===== src/rtl/v_mem_init_pkg.sv =====
// Shared types for v_mem_init: controller states and fill modes.
package v_mem_init_pkg;

  typedef enum logic [1:0] {
    ST_IDLE = 2'd0,
    ST_BUSY = 2'd1,
    ST_DONE = 2'd2
  } state_e;

  typedef enum logic {
    MODE_CONST = 1'b0,
    MODE_INCR  = 1'b1
  } fill_mode_e;

endpackage


===== src/rtl/v_mem_init.sv =====
// Memory-bank initialiser: writes a constant or incrementing pattern over an address range.
// Define V_MEM_INIT_PATTERN_EN to build the incrementing-pattern data path.
//   state   | meaning
//   ST_IDLE | waiting for i_start
//   ST_BUSY | one write per cycle on the output port
//   ST_DONE | one-cycle done pulse (err set if the request was rejected)
module v_mem_init
  import v_mem_init_pkg::*;
#(
  parameter int  N     = 256,
  parameter int  W     = 32,
  parameter int  BANKS = 1,
  localparam int AW    = $clog2(N)
) (
  input  logic             clk,
  input  logic             rst,
  input  logic             i_start,
  input  logic             i_abort,
  input  logic [AW-1:0]    i_start_addr,
  input  logic [AW-1:0]    i_end_addr,
  input  logic [W-1:0]     i_fill,
  input  logic             i_mode,
  input  logic [BANKS-1:0] i_bank_mask,
  output logic [BANKS-1:0] o_wen_r,
  output logic [AW-1:0]    o_waddr_r,
  output logic [W-1:0]     o_wdata_r,
  output logic             o_busy_r,
  output logic             o_done_r,
  output logic             o_err_r
);

  state_e           state_q, state_d;
  logic [AW-1:0]    addr_q, addr_d;
  logic [AW-1:0]    end_q, end_d;
  logic [W-1:0]     data_q, data_d;
  logic [BANKS-1:0] mask_q, mask_d;
  logic [BANKS-1:0] wen_q, wen_d;
  logic             busy_q, busy_d;
  logic             done_q, done_d;
  logic             err_q, err_d;
  logic             req_bad;

`ifdef V_MEM_INIT_PATTERN_EN
  fill_mode_e       mode_q, mode_d;
`else
  logic             unused_mode;
  assign unused_mode = i_mode;
`endif

  // end >= N is only reachable when N is not a power of two
  assign req_bad = (i_start_addr > i_end_addr) || (int'(i_end_addr) >= N) ||
                   (i_bank_mask == '0);

  always_comb begin
    state_d = state_q;
    addr_d  = addr_q;
    end_d   = end_q;
    data_d  = data_q;
    mask_d  = mask_q;
    wen_d   = '0;
    done_d  = 1'b0;
    err_d   = 1'b0;
`ifdef V_MEM_INIT_PATTERN_EN
    mode_d  = mode_q;
`endif
    case (state_q)
      ST_IDLE: begin
        if (i_start) begin
          addr_d = i_start_addr;
          end_d  = i_end_addr;
          data_d = i_fill;
          mask_d = i_bank_mask;
`ifdef V_MEM_INIT_PATTERN_EN
          mode_d = fill_mode_e'(i_mode);
`endif
          if (req_bad) begin
            state_d = ST_DONE;
            done_d  = 1'b1;
            err_d   = 1'b1;
          end else begin
            state_d = ST_BUSY;
            wen_d   = i_bank_mask;
          end
        end
      end
      ST_BUSY: begin
        // compare before incrementing so end = N-1 never wraps the counter
        if (i_abort) begin
          state_d = ST_IDLE;
        end else if (addr_q == end_q) begin
          state_d = ST_DONE;
          done_d  = 1'b1;
        end else begin
          addr_d = addr_q + AW'(1);
          wen_d  = mask_q;
`ifdef V_MEM_INIT_PATTERN_EN
          if (mode_q == MODE_INCR) data_d = data_q + W'(1);
`endif
        end
      end
      ST_DONE: state_d = ST_IDLE;
      default: state_d = ST_IDLE;
    endcase
    busy_d = (state_d != ST_IDLE);
  end

  always_ff @(posedge clk) begin
    if (rst) begin
      state_q <= ST_IDLE;
      addr_q  <= '0;
      end_q   <= '0;
      data_q  <= '0;
      mask_q  <= '0;
      wen_q   <= '0;
      busy_q  <= 1'b0;
      done_q  <= 1'b0;
      err_q   <= 1'b0;
`ifdef V_MEM_INIT_PATTERN_EN
      mode_q  <= MODE_CONST;
`endif
    end else begin
      state_q <= state_d;
      addr_q  <= addr_d;
      end_q   <= end_d;
      data_q  <= data_d;
      mask_q  <= mask_d;
      wen_q   <= wen_d;
      busy_q  <= busy_d;
      done_q  <= done_d;
      err_q   <= err_d;
`ifdef V_MEM_INIT_PATTERN_EN
      mode_q  <= mode_d;
`endif
    end
  end

  assign o_wen_r   = wen_q;
  assign o_waddr_r = addr_q;
  assign o_wdata_r = data_q;
  assign o_busy_r  = busy_q;
  assign o_done_r  = done_q;
  assign o_err_r   = err_q;

endmodule


===== config.mk =====
export PLATFORM = sky130hd
export DESIGN_NAME = v_mem_init
export DESIGN_NICKNAME = d
export VERILOG_FILES = /design/src/rtl/v_mem_init_pkg.sv /design/src/rtl/v_mem_init.sv
export SDC_FILE = /design/constraint.sdc
export NUM_CORES = 1
export LEC_CHECK = 0
export BUFFER_PORTS_ARGS = -buffer_cell sky130_fd_sc_hd__buf_2
export CELL_PAD_IN_SITES_DETAIL_PLACEMENT = 0
export CELL_PAD_IN_SITES_GLOBAL_PLACEMENT = 2
export CORE_MARGIN = 4
export CORE_UTILIZATION = 23
export DETAILED_ROUTE_END_ITERATION = 7
export HOLD_SLACK_MARGIN = 0.06
export PLACE_DENSITY = 0.86
export SYNTH_ARGS = -nofsm -noshare
export SYNTH_HDL_FRONTEND = slang
export SYNTH_SLANG_ARGS = --single-unit

===== constraint.sdc =====
create_clock -name clk -period 1.4 [get_ports clk]
set_input_delay 0.14 -clock clk [delete_from_list [all_inputs] [get_ports clk]]
set_output_delay 0.14 -clock clk [all_outputs]
set_load 0.05 [all_outputs]

# Yosys cells after proc, flatten, opt, wreduce, memory -nomap -nowiden

Cells that the tools add are included.

Flip-flop bits (word level): 55
Bits of input ports: 54
Output and inout bits: 44
Logic and storage cells: 44

Add/subtract/negate cells: 1
Order comparisons: 1
Equality and inequality tests: 5
Mux-type cells: 19
Bitwise gates (word level): 2
Reductions and logical operators: 7

Operators with widths:

| cell                  | number |
|---|---|
| $mux W8               | 3 |
| $pmux W8 S2           | 1 |
| $add A8 B1 Y8 const B | 1 |
| $eq A8 B8 Y1          | 1 |
| $gt A8 B8 Y1          | 1 |
| $mux W1               | 8 |
| $mux W2               | 4 |
| $ne A2 B2 Y1 const B  | 3 |
| $pmux W1 S2           | 2 |
| $pmux W2 S2           | 1 |
| $reduce_and A4 Y1     | 1 |
| $reduce_bool A2 Y1    | 2 |
| $eq A2 B1 Y1 const B  | 1 |
| $logic_not A2 Y1      | 1 |
| $not A1 Y1            | 2 |
| $reduce_and A2 Y1     | 1 |
| $reduce_or A2 Y1      | 1 |
| $logic_or A1 B1 Y1    | 1 |

# Longest topological paths before layout

Gate-level depths: netlist (run 1).

Word-level depth: 6
Depth in mapped cells: 7
Depth with buffers taken out: 7

# Worst setup path before layout (run 1)

OpenSTA, ideal clock, no wires.

Kind: register to register
From: register addr_q[5], in the netlist o_waddr_r[5]
To: register addr_q[2], in the netlist o_waddr_r[2]
Setup time: 0.116 ns
Data arrival time: 1.711 ns
Required time: 1.284 ns
Setup slack: -0.427 ns
Cell stages (with the launch flop): 7
Path buffers: 1
Clock period less this slack: 1.827 ns
Cell sequence: dfxtp_1 xnor2_1 nand4_2 o21ai_4 buf_4 o21ai_1 o211a_1

Longest elaborated chain between the ends: 3

Ends and longest elaborated chain:

| what                               | line              | RTL |
|---|---|---|
| start, declared                    | v_mem_init.sv:33  | `logic [AW-1:0] addr_q, addr_d;` |
| start signal, assigned             | v_mem_init.sv:123 | `addr_q <= addr_d;` |
| $eq A8 B8 Y1                       | v_mem_init.sv:90  | `end else if (addr_q == end_q) begin` |
| $ne A2 B2 Y1 (no source line)      | n/a               |  |
| $reduce_and A4 Y1 (no source line) | n/a               |  |

No other way between the ends.
A chain may end at the register's enable or synchronous reset.

# Final worst setup path (run 1)

From: register end_q[3]
To: register addr_q[1], in the netlist o_waddr_r[1]

Longest elaborated chain between the ends: 3

Ends and longest elaborated chain:

| what                               | line              | RTL |
|---|---|---|
| start, declared                    | v_mem_init.sv:34  | `logic [AW-1:0] end_q, end_d;` |
| start signal, assigned             | v_mem_init.sv:124 | `end_q <= end_d;` |
| $eq A8 B8 Y1                       | v_mem_init.sv:90  |  |
| $ne A2 B2 Y1 (no source line)      | n/a               |  |
| $reduce_and A4 Y1 (no source line) | n/a               |  |

No other way between the ends.

==> results of run 1 <==
report_power, final:
part | internal (W) | switching [W] | leakage [nW]
logic | 0.000577 | 0.000814 | 1.36
clock network | 0.000345 | 0.000527 | 0.0477
registers | 0.00168 | 0.0000884 | 0.461
total | 0.00260 | 0.00143 | 1.86
cell families (layout without fill, tap and decap cells):
logic type      Yosys count  in the layout  share of synthesized area
flops                    55             55                      0.451
buf+inv                  32            201                     0.0533
compound gates           77             77                      0.195
xor+xnor                 10             10                     0.0359
simple gates            124            125                      0.219
fa+ha+maj                 9              9                     0.0461
area by class of cell:
cell class              instances  area [um^2]  area share
multi-input cells             221         1420       0.343
repair buffers                178         1270       0.306
flip-flops and latches         55         1140       0.276
well taps                     136          170      0.0411
clock buffers                   5         68.8      0.0166
inverters                      15         56.3      0.0136
clock inverters                 3         15.0     0.00363
layer usage:
| layer | global-route usage | routed length, um | up-vias | share of wire |
|---|---|---|---|---|
| met3 | 0.0371 | 501 | 6 | 0.060 |
| li1 | - | - | 1372 | - |
| met5 | 0 | 0 | - | 0 |
| met1 | 0.161 | 3790 | 1232 | 0.45 |
| met4 | 0.0284 | 46 | 0 | 0.0055 |
| met2 | 0.212 | 4030 | 70 | 0.48 |
per-stage QoR:
stage                     total power (W)  hold slack, ps  TNS, ps
after floorplan                   0.00253             207     -470
after global placement            0.00293             382    -2040
after detailed placement          0.00293             388    -2390
after CTS                         0.00396            60.3     -933
after global routing              0.00424            61.0    -3320
final                             0.00403            66.4    -1940
how the worst max path moves through the flow:
stage | from | to | cells after the start | slack, ps
floorplan | o_waddr_r[6] | o_waddr_r[2] | 6 | -100
global placement | o_waddr_r[2] | o_waddr_r[5] | 5 | -230
detailed placement | o_waddr_r[2] | o_waddr_r[5] | 5 | -250
CTS | state_q[1] | o_waddr_r[3] | 7 | -140
global route | end_q[3] | o_waddr_r[1] | 7 | -220
finish | end_q[3] | o_waddr_r[1] | 7 | -180
worst max-delay path: stages (launching register included):
cell	delay (ps)
sky130_fd_sc_hd__dfxtp_2	350
sky130_fd_sc_hd__xnor2_2	200
sky130_fd_sc_hd__nand4_2	170
sky130_fd_sc_hd__buf_4	180
sky130_fd_sc_hd__buf_6	120
sky130_fd_sc_hd__o31ai_4	240
sky130_fd_sc_hd__nand2_1	90
sky130_fd_sc_hd__a21oi_1	160
layout by cell type (no fill, tap or decap), types with 4 or more instances in the layout:
master	netlist	routed
sky130_fd_sc_hd__a21oi_1	54	50
sky130_fd_sc_hd__a21oi_2	0	4
sky130_fd_sc_hd__buf_12	0	4
sky130_fd_sc_hd__buf_2	5	96
sky130_fd_sc_hd__buf_4	1	43
sky130_fd_sc_hd__buf_6	0	10
sky130_fd_sc_hd__clkbuf_8	0	5
sky130_fd_sc_hd__dfxtp_1	55	39
sky130_fd_sc_hd__dfxtp_2	0	8
sky130_fd_sc_hd__dfxtp_4	0	8
sky130_fd_sc_hd__dlygate4sd3_1	0	23
sky130_fd_sc_hd__ha_1	9	8
sky130_fd_sc_hd__inv_1	15	15
sky130_fd_sc_hd__nand2_1	87	78
sky130_fd_sc_hd__nand2_2	0	9
sky130_fd_sc_hd__nand3_1	6	5
sky130_fd_sc_hd__nor2_1	16	13
sky130_fd_sc_hd__xnor2_2	0	7
timing repair:
| action | 4_1_cts | 5_1_grt |
|---|---|---|
| endpoints found under the setup margin | 46 | 28 |
| gates cloned | 0 | 2 |
| setup buffers | 12 | 6 |
| endpoints found under the hold margin | 22 | 1 |
| hold buffers | 22 | 1 |
| pin swaps | 18 | 11 |
| resized for setup | 37 | 24 |
state kept, by name (all words and copies together), names as in the netlist, 2 cells and up:
register   count
end_q          8
o_waddr_r      8
o_wdata_r     32
state_q        2
==> tab_implementation.tex, run 1 <==
\begin{tabular}{lr}
\hline
Metric & Value \\
\hline
\multicolumn{2}{l}{\textbf{Status}} \\
\quad Run status & complete, but fails checks \\
\quad Failing checks & setup timing \\
\multicolumn{2}{l}{\textbf{Floorplan}} \\
\quad Width of the die & about 110 um \\
\quad Row count & 37 \\
\quad Initial Utilization & 0.237 \\
\quad Die outline area & about 12000 um\^{}2 \\
\quad Core Area & 10300 um\^{}2 \\
\quad Ports placed on the boundary & 98 \\
\quad Vert. Die Dim & 111 um \\
\multicolumn{2}{l}{\textbf{Global route}} \\
\quad All-Layer GR Usage & 0.127 \\
\quad Largest net degree at the start of global routing & 25 \\
\quad First-pass GRT wire length & between 10000 and 15000 um \\
\quad Total gr overflow & 0 \\
\quad Vias in the first global route & 2551 \\
\quad Antenna violations before repair & 0 \\
\multicolumn{2}{l}{\textbf{CTS}} \\
\quad Clock-pin slew on the worst setup and hold paths & 100 ps \\
\quad Maximum level of the CTS H-tree & 2 \\
\quad Clock tree from TritonCTS & built \\
\quad Inserted Clock Buffers & 5 \\
\quad Insertion delay to the later sink of the worst-skew pair & 310 ps \\
\quad Sink count of the clock tree & 55 \\
\quad Buffer type at the clock tree root & sky130\_fd\_sc\_hd\_\_clkbuf\_8 \\
\quad Maximum number of buffers from clock root to sink & 2 \\
\multicolumn{2}{l}{\textbf{Min path}} \\
\quad Hold Crit Depth & 3 \\
\quad Hold path start & i\_end\_addr[3] \\
\quad Endpoint with the worst hold slack & end\_q[3] \\
\quad Path class of the lowest-slack min-delay path & input pin to register \\
\multicolumn{2}{l}{\textbf{Logic synthesis}} \\
\quad Proportion of netlist area held by the largest area contributor & 0.451 \\
\quad Top FF cell, synth & sky130\_fd\_sc\_hd\_\_dfxtp\_1 \\
\quad Number of nets in the synthesized netlist & 370 \\
\quad Post-Syn Area & $\sim$2400 um\^{}2 \\
\quad Cell taking the most area after synthesis & sky130\_fd\_sc\_hd\_\_dfxtp\_1 \\
\quad Yosys warnings & 0 \\
\quad Top-count cell post-synth & sky130\_fd\_sc\_hd\_\_nand2\_1 \\
\quad Syn avg cell area & a little under 8 um\^{}2 \\
\quad Async S/R FF share, synth & 0 \\
\quad Count of mapped cells out of synthesis & 307 \\
\quad Number of synthesized flops with an enable pin & 0 \\
\quad Sequential share of the synthesized area & 0.451 \\
\quad Synth unique cells & 40 \\
\quad Most instantiated cells after synthesis & sky130\_fd\_sc\_hd\_\_nand2\_1, sky130\_fd\_sc\_hd\_\_dfxtp\_1, sky130\_fd\_sc\_hd\_\_a21oi\_1, sky130\_fd\_sc\_hd\_\_nor2\_1, sky130\_fd\_sc\_hd\_\_inv\_1 \\
\quad FF+latch count, synth & between 50 and 60 \\
\quad Cell types with the largest area share after synthesis & sky130\_fd\_sc\_hd\_\_dfxtp\_1, sky130\_fd\_sc\_hd\_\_nand2\_1, sky130\_fd\_sc\_hd\_\_a21oi\_1, sky130\_fd\_sc\_hd\_\_ha\_1, sky130\_fd\_sc\_hd\_\_xnor2\_1 \\
\multicolumn{2}{l}{\textbf{Pwr}} \\
\quad LEAKAGE & about 1.9 nW \\
\quad Total power divided by cell area & just under 1000 nW/um\^{}2 \\
\quad Peak supply drop & just under 0.4 mV \\
\multicolumn{2}{l}{\textbf{Timing}} \\
\quad Post-Route Skew & between 4 and 5 ps \\
\quad Final critical-path required period & 1580 ps \\
\quad Transition at the pin with the smallest max-transition slack & approximately 350 ps \\
\quad Total count of hold-check failures in the final report & 0 \\
\quad Ratio of final minimum period to clock period & 1.13 \\
\quad Upper clock frequency limit & around 0.63 GHz \\
\quad Relative slew margins & 0.763 \\
\quad Count of final setup violators & 33 \\
\quad Number of max-slew violations in the final report & 0 \\
\quad RSZ-0062 raised after global routing & true \\
\quad Worst path setup slack after routing & -183 ps \\
\multicolumn{2}{l}{\textbf{Route}} \\
\quad Post-DRT Antenna Nets & 0 \\
\quad Total via count after detailed routing & 2680 \\
\quad Routed length per instance & approximately 14 um \\
\quad DRC violations left & 0 \\
\quad Vias per Instance & $\sim$4.4 \\
\quad Overall routed net length & between 8000 and 9000 um \\
\quad Starting DRT DRC Count & $\sim$160 \\
\quad Drt first pass iters & 4 \\
\multicolumn{2}{l}{\textbf{Layout}} \\
\quad Post-layout net count & roughly 540 \\
\quad Antenna diode count & 0 \\
\quad Share of final-layout standard cells stronger than drive strength 1 & 0.465 \\
\quad Number of fillers in the final layout & 1049 \\
\quad Area growth from synthesis to layout & 69.4\% \\
\quad Post-Layout Cell Count & $\sim$610 \\
\quad Post-layout util & 0.401 \\
\quad Final non-filler cell area & 4140 um\^{}2 \\
\multicolumn{2}{l}{\textbf{Setup path}} \\
\quad Cell count of the worst reg-to-reg path & 7 \\
\quad Crit Path Max Fanout & 3 \\
\quad Worst setup SP type & register \\
\quad Kind of capture point of the worst setup path & register \\
\quad Worst endpoint data arrival time & 1820 ps \\
\quad Crit path required time & 1640 ps \\
\quad CP Class & register to register \\
\quad Critical register-to-register path startpoint & end\_q[3] \\
\quad Setup slack, reg-to-reg & -180 ps \\
\quad FF-to-FF End & o\_waddr\_r[1] \\
\multicolumn{2}{l}{\textbf{Placement}} \\
\quad Total placed instance area & around 3400 um\^{}2 \\
\quad DPL Wire Length & 5930 um \\
\quad Post-placement cell count & 562 \\
\quad Input/output buffers & 96 \\
\quad Post-placement worst setup slack & -249 ps \\
\quad Global placer's final weighted congestion & $\sim$0.8 \\
\multicolumn{2}{l}{\textbf{Run}} \\
\quad Max-cap check violation count & 0 \\
\hline
\end{tabular}
No activity file was read; power rests on OpenSTA's default activity.
==> run 2: changes to the inputs <==
- SETUP_SLACK_MARGIN: not set -> 0.2
==> tab_implementation.tex, run 2 (synthesis gave the netlist of run 1 again) <==
\begin{tabular}{lr}
\hline
Metric & Value \\
\hline
\multicolumn{2}{l}{\textbf{Status}} \\
\quad Run status & complete, but fails checks \\
\quad Failing checks & setup timing \\
\multicolumn{2}{l}{\textbf{CTS}} \\
\quad Sink count of the clock tree & 55 \\
\quad Clock-pin slew on the worst setup and hold paths & $\sim$110 ps \\
\quad Inserted Clock Buffers & 5 \\
\quad Maximum number of buffers from clock root to sink & 2 \\
\quad Buffer type at the clock tree root & sky130\_fd\_sc\_hd\_\_clkbuf\_8 \\
\quad Maximum level of the CTS H-tree & 2 \\
\quad Clock tree from TritonCTS & built \\
\quad Insertion delay to the later sink of the worst-skew pair & 310 ps \\
\multicolumn{2}{l}{\textbf{Pwr}} \\
\quad LEAKAGE & $\sim$2 nW \\
\quad Total power divided by cell area & approximately 1000 nW/um\^{}2 \\
\quad Peak supply drop & 0.616 mV \\
\multicolumn{2}{l}{\textbf{Setup path}} \\
\quad Cell count of the worst reg-to-reg path & 6 \\
\quad Worst setup SP type & register \\
\quad CP Class & register to register \\
\quad Crit-path cells & buf\_6 -> and4\_4 -> nand4\_1 -> xor2\_1 -> a221o\_1 -> a21oi\_2 \\
\quad Max stage delay on crit path & 400 ps \\
\quad Instance count on the critical path & 6 \\
\quad Crit path buf inv count & 1 \\
\quad Kind of capture point of the worst setup path & register \\
\quad Critical Path Sink & o\_waddr\_r[7] \\
\quad Crit Path Max Fanout & 5 \\
\quad Worst-path cell with the longest stage delay & sky130\_fd\_sc\_hd\_\_dfxtp\_4 \\
\quad Cell family with the largest share of critical-path delay & compound AO/OA/AOI/OAI gates \\
\quad FF-to-FF End & o\_waddr\_r[7] \\
\quad Critical Path Source & o\_waddr\_r[2] \\
\quad Worst endpoint data arrival time & approximately 1800 ps \\
\quad Critical register-to-register path startpoint & o\_waddr\_r[2] \\
\quad Setup slack, reg-to-reg & -210 ps \\
\quad Crit path required time & around 1600 ps \\
\multicolumn{2}{l}{\textbf{Floorplan}} \\
\quad Vert. Die Dim & approximately 110 um \\
\quad Die outline area & about 12000 um\^{}2 \\
\quad Row count & 37 \\
\quad Initial Utilization & 0.237 \\
\quad Ports placed on the boundary & between 90 and 100 \\
\quad Core Area & slightly above 10000 um\^{}2 \\
\quad Width of the die & $\sim$110 um \\
\multicolumn{2}{l}{\textbf{Layout}} \\
\quad Area growth from synthesis to layout & 92.8\% \\
\quad Multi-input logic area & roughly 1800 um\^{}2 \\
\quad Commonest non-fill, non-tap cells in the layout & sky130\_fd\_sc\_hd\_\_buf\_2, sky130\_fd\_sc\_hd\_\_nand2\_1, sky130\_fd\_sc\_hd\_\_dfxtp\_1 \\
\quad Post-Layout Cell Count & 602 \\
\quad Post-layout net count & between 500 and 600 \\
\quad Number of fillers in the final layout & 985 \\
\quad Register area & roughly 1200 um\^{}2 \\
\quad Final non-filler cell area & $\sim$4700 um\^{}2 \\
\quad Most common library cell in the layout ignoring fill and taps & sky130\_fd\_sc\_hd\_\_buf\_2 \\
\quad Antenna diode count & 0 \\
\quad Largest register FFs & 32 \\
\quad Share of final-layout standard cells stronger than drive strength 1 & 0.652 \\
\multicolumn{2}{l}{\textbf{Timing}} \\
\quad Upper clock frequency limit & approximately 0.62 GHz \\
\quad RSZ-0062 raised after global routing & true \\
\quad Post-Route Skew & around 15 ps \\
\quad TNS Setup & -3740 ps \\
\quad Total count of hold-check failures in the final report & 0 \\
\quad Minimum hold slack & $\sim$70 ps \\
\quad Number of max-slew violations in the final report & 0 \\
\quad Count of final setup violators & 51 \\
\quad Relative slew margins & 0.735 \\
\quad Worst path setup slack after routing & -206 ps \\
\quad Transition at the pin with the smallest max-transition slack & 398 ps \\
\quad Final critical-path required period & around 1600 ps \\
\quad Ratio of final minimum period to clock period & 1.15 \\
\multicolumn{2}{l}{\textbf{Placement}} \\
\quad Post-placement cell count & roughly 560 \\
\quad Global placer's final weighted congestion & roughly 0.85 \\
\quad DPL Wire Length & approximately 5600 um \\
\quad Total placed instance area & approximately 3400 um\^{}2 \\
\quad Input/output buffers & 96 \\
\multicolumn{2}{l}{\textbf{Route}} \\
\quad Drt first pass iters & 5 \\
\quad Vias per Instance & $\sim$4.6 \\
\quad Total via count after detailed routing & approximately 2.8k \\
\quad DRC violations left & 0 \\
\quad Post-DRT Antenna Nets & 0 \\
\quad Overall routed net length & approximately 9100 um \\
\quad Starting DRT DRC Count & roughly 150 \\
\quad Routed length per instance & 15.1 um \\
\multicolumn{2}{l}{\textbf{Min path}} \\
\quad Path class of the lowest-slack min-delay path & input pin to register \\
\multicolumn{2}{l}{\textbf{Global route}} \\
\quad Vias in the first global route & $\sim$2.7k \\
\quad First-pass GRT wire length & between 10000 and 15000 um \\
\quad All-Layer GR Usage & 0.135 \\
\quad Total gr overflow & 0 \\
\quad Antenna violations before repair & 0 \\
\quad Largest net degree at the start of global routing & 28 \\
\multicolumn{2}{l}{\textbf{Run}} \\
\quad Max-cap check violation count & 0 \\
\hline
\end{tabular}
## run 2: cell types whose count changed in the layout (fill, tap and decap cells not counted), sizes merged
cell and change:
buf +5, or3b -1, clkinv -3, dlygate4sd3 -16, bufinv +2, o21ai +1, clkbuf +1
## run 2: stage by stage
stage | power, W | setup slack (ps) | util
final | 0.00482 | -206 | 0.456
after floorplan | 0.00256 | -103 | -
after CTS | 0.00470 | -109 | 0.423
after global routing | 0.00504 | -256 | 0.456
after detailed placement | 0.00295 | -202 | 0.332
after global placement | 0.00294 | -199 | 0.332
## run 2: timing repair
action	in CTS	in global routing
gates resized for setup	125	66
hold buffers	5	2
setup buffers	14	4
endpoints found under the setup margin	59	59
endpoints found under the hold margin	5	2
pin swaps	63	29
cloned	6	1
## run 2: cell type report
| class | instances | share of cell area |
|---|---|---|
| clock inverters | 2 | 0.0128 |
| multi-input cells | 221 | 0.392 |
| flip-flops and latches | 55 | 0.245 |
| repair buffers | 167 | 0.284 |
| inverters | 15 | 0.0146 |
| well taps | 136 | 0.0361 |
| clock buffers | 6 | 0.0154 |
## run 2: how the worst min path moves through the flow
stage | cells past startpoint | startpoint | end
after detailed placement | 3 | i_fill[31] | o_wdata_r[31]
after CTS | 3 | i_fill[10] | o_wdata_r[10]
after floorplan | 1 | rst | o_waddr_r[5]
after global routing | 3 | i_fill[5] | o_wdata_r[5]
final | 3 | i_fill[6] | o_wdata_r[6]
after global placement | 3 | i_fill[31] | o_wdata_r[31]
## run 2: layer usage
metal / global-route usage / share of wire / up-vias
met5: 0 / 0 / -
met4: 0.0397 / 0.015 / 0
met3: 0.0328 / 0.056 / 16
met2: 0.218 / 0.47 / 91
met1: 0.178 / 0.46 / 1302
li1: - / - / 1354
## run 2: tightest hold or removal path: stages
cell and delay (ps):
sky130_fd_sc_hd__buf_2 100, sky130_fd_sc_hd__nand2_2 40, sky130_fd_sc_hd__a21oi_1 40
## run 2: report_power, final
group,switching [W],internal [W]
Clock,0.000520,0.000715
Combinational,0.000987,0.000808
Sequential,0.000112,0.00168
Total,0.00162,0.00320
==> run 3: changes to the inputs <==
- CELL_PAD_IN_SITES_DETAIL_PLACEMENT: 0 -> not set
- CELL_PAD_IN_SITES_GLOBAL_PLACEMENT: 2 -> not set
- CORE_UTILIZATION: 23 -> 43
- PLACE_DENSITY: 0.86 -> 0.87
==> tab_implementation.tex, run 3 (synthesis gave the netlist of run 1 again) <==
\begin{tabular}{lr}
\hline
Metric & Value \\
\hline
\multicolumn{2}{l}{\textbf{CTS}} \\
\quad Clock tree from TritonCTS & built \\
\quad Sink count of the clock tree & between 50 and 60 \\
\quad Inserted Clock Buffers & 5 \\
\quad Buffer type at the clock tree root & sky130\_fd\_sc\_hd\_\_clkbuf\_8 \\
\quad Insertion delay to the later sink of the worst-skew pair & approximately 320 ps \\
\quad Maximum level of the CTS H-tree & 2 \\
\quad Maximum number of buffers from clock root to sink & 2 \\
\quad Clock-pin slew on the worst setup and hold paths & roughly 100 ps \\
\multicolumn{2}{l}{\textbf{Setup path}} \\
\quad Critical Path Sink & o\_waddr\_r[4] \\
\quad Crit path required time & $\sim$1700 ps \\
\quad Crit path buf inv count & 1 \\
\quad Worst setup SP type & register \\
\quad Cell family with the largest share of critical-path delay & simple AND/OR/NAND/NOR gates \\
\quad Setup slack, reg-to-reg & -170 ps \\
\quad CP Class & register to register \\
\quad Critical register-to-register path startpoint & state\_q[1] \\
\quad Cell count of the worst reg-to-reg path & 6 \\
\quad Critical Path Source & state\_q[1] \\
\quad Kind of capture point of the worst setup path & register \\
\quad Instance count on the critical path & 6 \\
\quad Crit Path Max Fanout & 7 \\
\quad Worst-path cell with the longest stage delay & sky130\_fd\_sc\_hd\_\_or4b\_4 \\
\quad Worst endpoint data arrival time & 1830 ps \\
\quad FF-to-FF End & o\_waddr\_r[4] \\
\quad Max stage delay on crit path & around 480 ps \\
\quad Crit-path cells & nand2b\_4 -> nor2\_4 -> o21ai\_4 -> buf\_4 -> or4b\_4 -> nand2\_2 \\
\multicolumn{2}{l}{\textbf{Timing}} \\
\quad Upper clock frequency limit & about 0.64 GHz \\
\quad Number of max-slew violations in the final report & 0 \\
\quad Total count of hold-check failures in the final report & 0 \\
\quad TNS Setup & -2480 ps \\
\quad Transition at the pin with the smallest max-transition slack & roughly 350 ps \\
\quad RSZ-0062 raised after global routing & true \\
\quad Ratio of final minimum period to clock period & 1.12 \\
\quad Count of final setup violators & 35 \\
\quad Worst path setup slack after routing & -172 ps \\
\quad Relative slew margins & 0.766 \\
\quad Final critical-path required period & between 1500 and 2000 ps \\
\quad Post-Route Skew & between 7 and 8 ps \\
\multicolumn{2}{l}{\textbf{Pwr}} \\
\quad Total power draw & 0.00417 W \\
\quad LEAKAGE & approximately 1.8 nW \\
\quad Logic gate share of total power & 0.345 \\
\quad Total power divided by cell area & about 1000 nW/um\^{}2 \\
\quad Switching power total & 0.00148 W \\
\quad Peak supply drop & between 0.7 and 0.8 mV \\
\quad Clock Power Share & 0.230 \\
\quad Fraction of power spent switching nets & 0.356 \\
\quad Internal power & 0.00268 W \\
\quad Part of the power in registers & 0.425 \\
\multicolumn{2}{l}{\textbf{Floorplan}} \\
\quad Ports placed on the boundary & roughly 100 \\
\quad Width of the die & roughly 83 um \\
\quad Vert. Die Dim & about 83 um \\
\quad Die outline area & a little under 7000 um\^{}2 \\
\quad Core Area & about 5500 um\^{}2 \\
\quad Row count & 27 \\
\quad Initial Utilization & 0.444 \\
\multicolumn{2}{l}{\textbf{Status}} \\
\quad Failing checks & setup timing \\
\quad Run status & complete, but fails checks \\
\multicolumn{2}{l}{\textbf{Placement}} \\
\quad Post-placement cell count & 492 \\
\quad Global placer's final weighted congestion & between 0.9 and 1 \\
\quad DPL Wire Length & 5360 um \\
\quad Input/output buffers & 96 \\
\multicolumn{2}{l}{\textbf{Global route}} \\
\quad All-Layer GR Usage & 0.241 \\
\quad Antenna violations before repair & 0 \\
\quad Total gr overflow & 0 \\
\quad Largest net degree at the start of global routing & 31 \\
\quad First-pass GRT wire length & roughly 14000 um \\
\quad Vias in the first global route & 2749 \\
\multicolumn{2}{l}{\textbf{Route}} \\
\quad Drt first pass iters & 4 \\
\quad Total via count after detailed routing & about 2.8k \\
\quad Post-DRT Antenna Nets & 0 \\
\quad Routed length per instance & roughly 16 um \\
\quad Starting DRT DRC Count & around 130 \\
\quad Vias per Instance & 5.21 \\
\quad Overall routed net length & between 8000 and 9000 um \\
\quad DRC violations left & 0 \\
\multicolumn{2}{l}{\textbf{Layout}} \\
\quad Post-layout util & 0.743 \\
\quad Antenna diode count & 0 \\
\quad Area growth from synthesis to layout & 67.5\% \\
\quad Share of final-layout standard cells stronger than drive strength 1 & 0.494 \\
\quad Post-Layout Cell Count & 534 \\
\quad Commonest non-fill, non-tap cells in the layout & sky130\_fd\_sc\_hd\_\_buf\_2, sky130\_fd\_sc\_hd\_\_nand2\_1, sky130\_fd\_sc\_hd\_\_a21oi\_1 \\
\quad Post-layout net count & about 520 \\
\quad Largest register FFs & 32 \\
\quad Most common library cell in the layout ignoring fill and taps & sky130\_fd\_sc\_hd\_\_buf\_2 \\
\quad Number of fillers in the final layout & 364 \\
\multicolumn{2}{l}{\textbf{Min path}} \\
\quad Path class of the lowest-slack min-delay path & input pin to register \\
\multicolumn{2}{l}{\textbf{Run}} \\
\quad Max-cap check violation count & 0 \\
\hline
\end{tabular}
==> run 3: area by class of cell <==
cell class / instances / area [um^2] / area share
Sequential cell: 55 / 1140 / 0.280
Inverter: 15 / 68.8 / 0.0168
Multi-Input combinational cell: 220 / 1490 / 0.364
Clock buffer: 6 / 82.6 / 0.0202
Clock inverter: 2 / 16.3 / 0.00398
Timing Repair Buffer: 164 / 1200 / 0.293
Tap cell: 72 / 90.1 / 0.0220
==> run 3: how the worst min path moves through the flow <==
stage / start / end / slack (ps) / cells past startpoint
finish: i_end_addr[2] / end_q[2] / 60 / 3
global route: i_fill[4] / o_wdata_r[4] / 60 / 3
detailed placement: i_fill[26] / o_wdata_r[26] / 390 / 3
CTS: i_fill[28] / o_wdata_r[28] / 60 / 3
global placement: i_fill[26] / o_wdata_r[26] / 380 / 3
floorplan: rst / o_waddr_r[5] / 210 / 1
==> run 3: per-layer routing <==
| metal | share of wire | GRT usage | vias to the layer above | wire (um) |
|---|---|---|---|---|
| li1 | - | - | 1342 | - |
| met1 | 0.40 | 0.284 | 1293 | 3330 |
| met2 | 0.50 | 0.418 | 124 | 4240 |
| met3 | 0.075 | 0.0585 | 24 | 628 |
| met4 | 0.028 | 0.0921 | 0 | 232 |
| met5 | 0 | 0 | - | 0 |
==> run 3: through the flow <==
| stage | hold WS, ps | worst slack (ps) | area, um^2 |
|---|---|---|---|
| after detailed placement | 391 | -229 | 3320 |
| final | 57.8 | -172 | 4090 |
| after global placement | 384 | -163 | 3320 |
| after global routing | 62.8 | -211 | 4090 |
| after CTS | 60.2 | -92.6 | 3960 |
| after floorplan | 207 | -103 | 2600 |
==> run 3: power groups by stage <==
| stage | registers (W) | logic (W) | clock network (W) |
|---|---|---|---|
| after floorplan | 0.00212 | 0.000441 | 0 |
| final | 0.00177 | 0.00144 | 0.000957 |
| after CTS | 0.00176 | 0.00135 | 0.000953 |
| after detailed placement | 0.00178 | 0.00115 | 0 |
| after global placement | 0.00178 | 0.00113 | 0 |
| after global routing | 0.00179 | 0.00152 | 0.00105 |
==> run 3: repair_timing <==
item                                    CTS  global route
pin swaps                                31             8
endpoints found under the hold margin    14             3
gates cloned                              1             0
endpoints found under the setup margin   60            59
hold buffers                             14             3
resized for setup                        61            26
buffers inserted                         15             1
==> run 3: worst min-delay path: stages <==
cell	delay, ps
sky130_fd_sc_hd__buf_2	110
sky130_fd_sc_hd__nand2_1	50
sky130_fd_sc_hd__a21oi_1	50
